[config.mk]
export PLATFORM = sky130hd
export DESIGN_NAME = pdm_mic_frontend
export DESIGN_NICKNAME = d
export VERILOG_FILES = /design/src/rtl/pdm_pkg.sv /design/src/rtl/pdm_window_acc.sv /design/src/rtl/pdm_mic_frontend.sv
export SDC_FILE = /design/constraint.sdc
export NUM_CORES = 1
export LEC_CHECK = 0
export ABC_AREA = 1
export BUFFER_PORTS_ARGS = -buffer_cell sky130_fd_sc_hd__buf_4
export CAP_MARGIN = 20
export CORE_MARGIN = 1
export CORE_UTILIZATION = 35
export DETAILED_ROUTE_END_ITERATION = 8
export GPL_TIMING_DRIVEN = 1
export PLACE_DENSITY = 0.63
export SETUP_SLACK_MARGIN = 0.1
export SYNTH_ARGS = -nofsm -noshare
export SYNTH_HDL_FRONTEND = slang
export SYNTH_HIERARCHICAL = 1
export SYNTH_SLANG_ARGS = --single-unit
[constraint.sdc]
create_clock -name clk -period 4.72 [get_ports clk]
set_input_delay 0.472 -clock clk [delete_from_list [all_inputs] [get_ports clk]]
set_output_delay 0.472 -clock clk [all_outputs]
set_load 0.005 [all_outputs]
[src/rtl/pdm_pkg.sv]
// Shared helpers for the PDM microphone front-end.
// Holds clock divider math, result width helper and channel index enum.
package pdm_pkg;

  typedef enum logic {
    LEFT  = 1'b0,
    RIGHT = 1'b1
  } chan_e;

  localparam int DEF_WINDOW = 128;

  function automatic int clk_count(
    input int clk_freq,
    input int sample_rate
  );
    longint num;
    num = longint'(clk_freq) * 64'd1000000;
    return int'(num / (2 * longint'(sample_rate)));
  endfunction

  function automatic int out_w(input int window);
    return $clog2(window);
  endfunction

  localparam int DEF_OUT_W = out_w(DEF_WINDOW);

endpackage

[src/rtl/pdm_window_acc.sv]
// One boxcar accumulator: arms after OFFSET bit periods, sums WINDOW bits.
// Ports: period_end/bit_cnt (shared timing), stb/bit_in (sample), result/done.
module pdm_window_acc
  import pdm_pkg::*;
#(
  parameter int WINDOW = 128,
  parameter int OFFSET = 0,
  parameter int OUT_W  = $clog2(WINDOW)
) (
  input  logic             clk,
  input  logic             rst_n,
  input  logic             period_end,
  input  logic [OUT_W-1:0] bit_cnt,
  input  logic             stb,
  input  logic             bit_in,
  output logic [OUT_W-1:0] result,
  output logic             done
);

  // Last bit index of this phase's window; also the count whose period
  // end arms a delayed phase.
  localparam logic [OUT_W-1:0] LAST =
    OUT_W'((OFFSET + WINDOW - 1) % WINDOW);

  logic             armed;
  logic [OUT_W:0]   sum;
  logic [OUT_W:0]   sum_nxt;

  assign sum_nxt = sum + {{OUT_W{1'b0}}, bit_in};

  always_ff @(posedge clk or negedge rst_n) begin
    if (!rst_n) begin
      armed  <= (OFFSET == 0);
      sum    <= '0;
      result <= '0;
      done   <= 1'b0;
    end else begin
      done <= 1'b0;
      if (!armed && period_end && bit_cnt == LAST)
        armed <= 1'b1;
      if (armed && stb) begin
        if (bit_cnt == LAST) begin
          // A full window of ones overflows OUT_W; clamp it.
          result <= sum_nxt[OUT_W] ? {OUT_W{1'b1}}
                                   : sum_nxt[OUT_W-1:0];
          sum    <= '0;
          done   <= 1'b1;
        end else begin
          sum <= sum_nxt;
        end
      end
    end
  end

endmodule

[src/rtl/pdm_mic_frontend.sv]
// PDM mic front-end: bit clock, sampling, staggered boxcar decimation.
// Ports: m_clk/m_data pins, amplitude/valid/ready out, overrun pulse;
// overrun_count exists only when PDM_OVERRUN_CNT_EN is defined.
module pdm_mic_frontend
  import pdm_pkg::*;
#(
  parameter int CLK_FREQ    = 100,
  parameter int SAMPLE_RATE = 2400000,
  parameter int WINDOW      = 128,
  parameter int PHASES      = 2,
  parameter int CHANNELS    = 1,
  localparam int OUT_W      = out_w(WINDOW)
) (
  input  logic                      clk,
  input  logic                      rst_n,
  output logic                      m_clk,
  input  logic                      m_data,
  output logic [CHANNELS*OUT_W-1:0] amplitude,
  output logic                      amplitude_valid,
  input  logic                      amplitude_ready,
`ifdef PDM_OVERRUN_CNT_EN
  output logic [7:0]                overrun_count,
`endif
  output logic                      overrun
);

  localparam int CLK_COUNT = clk_count(CLK_FREQ, SAMPLE_RATE);
  localparam int DIV_W     = $clog2(CLK_COUNT);
  localparam int NACC      = PHASES * CHANNELS;

  logic [DIV_W-1:0] div;
  logic             tc;
  logic             left_stb;
  logic             right_stb;
  logic             period_end;
  logic [OUT_W-1:0] bit_cnt;

  assign tc        = (div == DIV_W'(CLK_COUNT - 1));
  assign left_stb  = tc & m_clk;
  assign right_stb = tc & ~m_clk;
  assign period_end = (CHANNELS == 2) ? right_stb : left_stb;

  always_ff @(posedge clk or negedge rst_n) begin
    if (!rst_n) begin
      div   <= '0;
      m_clk <= 1'b0;
    end else if (tc) begin
      div   <= '0;
      m_clk <= ~m_clk;
    end else begin
      div <= div + 1'b1;
    end
  end

  // WINDOW is a power of two, so natural wrap gives modulo WINDOW.
  always_ff @(posedge clk or negedge rst_n) begin
    if (!rst_n)
      bit_cnt <= '0;
    else if (period_end)
      bit_cnt <= bit_cnt + 1'b1;
  end

  logic [OUT_W-1:0] res [NACC];
  logic [NACC-1:0]  done;

  for (genvar p = 0; p < PHASES; p++) begin : g_ph
    for (genvar c = 0; c < CHANNELS; c++) begin : g_ch
      logic stb;
      assign stb = (c == int'(LEFT)) ? left_stb : right_stb;
      pdm_window_acc #(
        .WINDOW (WINDOW),
        .OFFSET (p * (WINDOW / PHASES)),
        .OUT_W  (OUT_W)
      ) u_acc (
        .clk        (clk),
        .rst_n      (rst_n),
        .period_end (period_end),
        .bit_cnt    (bit_cnt),
        .stb        (stb),
        .bit_in     (m_data),
        .result     (res[p*CHANNELS+c]),
        .done       (done[p*CHANNELS+c])
      );
    end
  end

  // A phase completes when its last-sampled channel finishes; earlier
  // channels of that phase hold their result until then.
  logic                      load;
  logic [CHANNELS*OUT_W-1:0] load_data;

  always_comb begin
    load      = 1'b0;
    load_data = '0;
    for (int p = 0; p < PHASES; p++) begin
      if (done[p*CHANNELS+CHANNELS-1]) begin
        load = 1'b1;
        for (int c = 0; c < CHANNELS; c++)
          load_data[c*OUT_W +: OUT_W] = res[p*CHANNELS+c];
      end
    end
  end

  logic lost;
  assign lost = load & amplitude_valid & ~amplitude_ready;

  always_ff @(posedge clk or negedge rst_n) begin
    if (!rst_n) begin
      amplitude       <= '0;
      amplitude_valid <= 1'b0;
      overrun         <= 1'b0;
    end else begin
      overrun <= lost;
      if (load) begin
        amplitude       <= load_data;
        amplitude_valid <= 1'b1;
      end else if (amplitude_valid && amplitude_ready) begin
        amplitude_valid <= 1'b0;
      end
    end
  end

`ifdef PDM_OVERRUN_CNT_EN
  always_ff @(posedge clk or negedge rst_n) begin
    if (!rst_n)
      overrun_count <= '0;
    else if (lost && overrun_count != 8'hFF)
      overrun_count <= overrun_count + 1'b1;
  end
`endif

endmodule
== Word-level counts from Yosys, hierarchy flattened ==
Index checks and enable logic that the tools add are counted.

* Add/subtract/negate cells: 4
* Equality and inequality tests: 3
* Muxes and demuxes: 15
* Bitwise operators: 5
* Reductions and logical operators: 8

{| class="wikitable"
|+ Operator list
! kind !! number
|-
| $mux W7 || 4
|-
| $add A8 B1 Y8 || 2
|-
| $mux W8 || 2
|-
| $mux W1 || 8
|-
| $add A7 B1 Y7 const B || 1
|-
| $eq A7 B6 Y1 const B || 1
|-
| $eq A7 B7 Y1 const B || 1
|-
| $add A5 B1 Y5 const B || 1
|-
| $eq A5 B5 Y1 const B || 1
|-
| $mux W5 || 1
|-
| $logic_and A1 B1 Y1 || 4
|-
| $reduce_and A2 Y1 || 2
|-
| $and A1 B1 Y1 || 3
|-
| $not A1 Y1 || 2
|-
| $reduce_bool A2 Y1 || 1
|-
| $logic_not A1 Y1 || 1
|}

* Flip-flop bits (word level): 55
* Input bits: 4
* Output and inout bits: 10
* Word-level logic and storage cells: 48

== Logic depth before layout (Yosys ltp) ==
* Depth after elaboration: 4
* Depth in mapped cells: 10
* Mapped depth without buffers: 10

== By module ==
The synthesis kept the hierarchy.

{| class="wikitable"
|+ By module, submodules not included
! module !! times used !! cells each !! area an instance (um^2) !! sequential area each (um^2)
|-
| pdm_mic_frontend || 1 || 121 || 1039.7 || 550.5
|-
| pdm_window_acc (g_ph[1].g_ch[0].u_acc) || 1 || 101 || 837.1 || 425.4
|-
| pdm_window_acc (g_ph[0].g_ch[0].u_acc) || 1 || 102 || 802.0 || 400.4
|}

== Least setup slack after synthesis ==
No wires, ideal clock.

* Path kind: flip-flop to flip-flop
* From: reg div[0]
* To: reg g_ph[1].g_ch[0].u_acc.sum[3]
* Setup time: 83 ps
* Arrival: 1502 ps
* Required time: 4637 ps
* Slack: 3136 ps
* Stages on the path, launching flop included: 10
* Buffers on the path: 0
* Period minus slack after synthesis: 1584 ps
* Cell sequence: dfrtp_1 > ha_1 > nand2_2 > inv_2 > nand2_2 > nor2_8 > nand2_2 > inv_1 > nand2_2 > o21ai_0

* Word-level cells in the longest chain between the ends: 3

{| class="wikitable"
|+ RTL lines
! what !! RTL line !! text
|-
| from (decl) || pdm_mic_frontend.sv:31 || <nowiki>logic [DIV_W-1:0] div;</nowiki>
|-
| from (signal assigned) || pdm_mic_frontend.sv:51 || <nowiki>div <= div + 1'b1;</nowiki>
|-
| $eq A5 B5 Y1 || pdm_mic_frontend.sv:38 || <nowiki>assign tc = (div == DIV_W'(CLK_COUNT - 1));</nowiki>
|-
| $and A1 B1 Y1 || pdm_mic_frontend.sv:39 || <nowiki>assign left_stb = tc & m_clk;</nowiki>
|-
| named net g_ph[0].g_ch[0].stb || pdm_mic_frontend.sv:68 || <nowiki>logic stb;</nowiki>
|-
| $logic_and A1 B1 Y1 || pdm_window_acc.sv:41 || <nowiki>if (armed && stb) begin</nowiki>
|-
| to (signal assigned) || pdm_window_acc.sv:49 || <nowiki>sum <= sum_nxt;</nowiki>
|-
| to (decl) || pdm_window_acc.sv:26 || <nowiki>logic [OUT_W:0] sum;</nowiki>
|}

The timed path passes the listed nets, and every way through them passes these cells.
A chain may end at the register's enable or synchronous reset.

== Worst setup path in the final report ==
* From: reg div[0]
* To: reg g_ph[1].g_ch[0].u_acc.sum[2]

The elaborated chain is that of the path after synthesis.

==> impl_results.md <==
- Share of cells above drive strength 1: 0.140
- Crit Path Category: reg -> reg
- Number of placed I/O pins: 14
- Count of warnings emitted by yosys: 6
- RSZ-0062 raised after global routing: false
- Final Setup Violations: 0
- DP Area: 0.00290 mm2
- Top_reg_cell synth: dfrtp_1
- Multi-input gate area: 0.00117 mm2
- Slew Limit Fails: 0
- PD cells: 264 mW/mm2
- Finished Core Util: 0.408
- Top Usage Layer GRT: met2
- Post-DRT Antenna Nets: 0
- Largest net degree at the start of global routing: 56
- Final Cell Area: 0.00299 mm2
- Commonest cells after routing, fill and taps aside: nand2_1 (127), dfrtp_1 (55), inv_1 (27)
- TritonCTS clock tree: built
- PostCTS Resize Cnt: 0
- Reg area: 0.00138 mm2
- Number of synthesized flops with an enable pin: 0
- Syn Inst Count: 324
- DRT iter0 DRCs: 55
- Seq/Total Area, Yosys: 0.514
- Post-CTS Hold Fix Bufs: 0
- Max_slew headroom: 0.549
- # rows: 31
- CP max-delay cell: dfrtp_1
- Clock slew at reported path FFs: 0.10 ns
- Via count: 2032
- Main area contributors after synthesis: dfrtp_1 (51%), nand2_1 (18%), nand3_1 (4.5%)
- Syn_area_per_cell: 8.27 um2
- Most common cell on crit path: nand2_2
- Area leader, netlist: dfrtp_1
- Cell Chain, Critical Path: ha_1 > nand2_2 > inv_2 > nand2_2 > nor2_8 > nand2_2 > inv_1 > nand2_2 > o21ai_0
- Arrival @ worst endpoint: 2.04 ns
- Layout Skew: 0.0102 ns
- Tightest Pin Transition: 0.676 ns
- GR Util met3: 0.0305
- Buffers on Ports: 13
- NumNets Final: 353
- Total Power: 790 uW
- Gr ovfl total: 0
- Hold WC Path Type: in -> async
- Synthesized area: 0.00268 mm2
- GRT Resource Usage Total: 0.144
- RR Startpoint: div[0]
- CTS Sinks: 55
- First-pass GRT wire length: 8.82 mm
- Maximum VDD drop: 0.0996 mV
- Die area: 0.00801 mm2
- Asr flop ratio synth: 1.00
- Startpoint types: flip-flop
- Clock Latency Late Sink: 0.31 ns
- Worst-path maximum fanout: 16
- Synth cell types: 24
- Initial antenna violation count: 0
- Routed vias/inst: 4.59
- Initial Util: 0.365
- Layout area overhead: 11.6%
- M2 GR Usage: 0.237
- DP HPWL: 3.53 mm
- DRC viols: 0
- Crit path from: div[0]
- Global Route met1 Usage: 0.189
- Routed wire per std cell: 11.0 um
- WP data required: 4.95 ns
- Status: complete, no violations
- F_max: 553 MHz
- Total Wirelength: 4.87 mm
- # fillers: 751
- Clock root cell: clkbuf_8
- Syn_nets: 334
- CP endpoint kind: flip-flop
- Share of the synthesized area in the top cell type: 0.514
- Critical Path Max Stage Delay: 0.38 ns
- Min Tclk post-route: 1.81 ns
- Cts bufs inserted: 5
- Core area: 0.00733 mm2
- Leakage Power: 1.52 nW
- Clock buffer depth: 2
- Seq cells post-synth: 55
- Crit share post-route: 0.383
- Max-cap violations: 0
- N_diodes: 0
- Placer Congestion: 0.810
- Commonest non-fill, non-tap cell in the layout: nand2_1
- Vias in the first global route: 1994
- Post-CTS setup buffer count: 0
- Final setup TNS: 0 ns
- Die Ht: 89.5 um
- Final Hold Viols: 0
- CTS H-tree lvls: 2
- Drt first pass iters: 4
- Die width: 89.5 um
[per-stage QoR]
step	hold WS, ns	worst slack (ns)	instances
finish	0.180	2.91	443
global route	0.239	2.68	443
CTS	0.216	2.88	443
detailed placement	0.454	2.90	435
global placement	0.444	2.96	435
floorplan	0.176	3.14	324
[path summary, 6_finish.rpt]
| kind | to | slack (ns) | depth (start not counted) |
|---|---|---|---|
| worst max-delay path | g_ph[1].g_ch[0].u_acc/sum[2] | 2.91 | 9 |
| worst min-delay path | div[4] | 0.18 | 1 |
| worst max register to register | g_ph[1].g_ch[0].u_acc/sum[2] | 2.91 | 9 |
| worst min register to register | div[0] | 0.46 | 1 |
| max in group asynchronous | bit_cnt[4] | 4.08 | 1 |
| min in group clk | overrun | 0.30 | 2 |
[cells in the mapped netlist (2+ instances only)]
cell type / number
o22ai_1: 7
nand4_1: 3
nand2_2: 9
xnor2_1: 3
nor2_1: 17
nand3_1: 24
nor3_1: 2
nor2_8: 3
nand2_1: 127
inv_1: 27
inv_2: 6
nand3_2: 2
o21ai_0: 17
xor2_1: 5
dfrtp_1: 55
ha_1: 6
nor2_2: 4
[report_power, final]
part	switching, mW	internal (mW)
Combinational	0.0259	0.0116
Clock	0.165	0.110
Sequential	0.00372	0.474
Total	0.195	0.595
[critical path: cells and delay by family, from the launching register on]
kind                     cells  cell delay, ns
adder cells (fa/ha/maj)      1            0.22
flip-flops                   1            0.38
buffers and inverters        2            0.23
AO/OA/AOI/OAI                1            0.18
AND/OR/NAND/NOR              5            0.73
[cell families after synthesis]
group                    share of synthesized area
AND/OR/NAND/NOR                              0.326
flip-flops                                   0.514
buffers and inverters                       0.0481
AO/OA/AOI/OAI                               0.0579
XOR/XNOR                                    0.0262
adder cells (fa/ha/maj)                     0.0280
[final cells by class]
type / instances / share of cell area
inverter: 33 / 0.0414
sequential: 55 / 0.460
clock inverter: 3 / 0.00879
timing repair buffer: 13 / 0.0326
clock buffer: 5 / 0.0230
tap: 99 / 0.0414
multi-input combinational: 235 / 0.392
[state kept, by name, summed over array words and instances (netlist names)]
| signal | flops |
|---|---|
| bit_cnt | 7 |
| div | 5 |
| g_ph.g_ch.u_acc/armed | 1 |
| m_clk | 1 |
| g_ph.g_ch.u_acc/sum | 16 |
| g_ph.g_ch.u_acc/done | 2 |
| amplitude | 7 |
| g_ph.g_ch.u_acc/result | 14 |
| amplitude_valid | 1 |
| overrun | 1 |
[metal layers]
metal	part of all wire	vias to the layer above
met5	0	-
met4	0.015	0
met3	0.023	6
met2	0.46	26
met1	0.50	932
li1	-	1068
(Power assumes the default switching activity.)
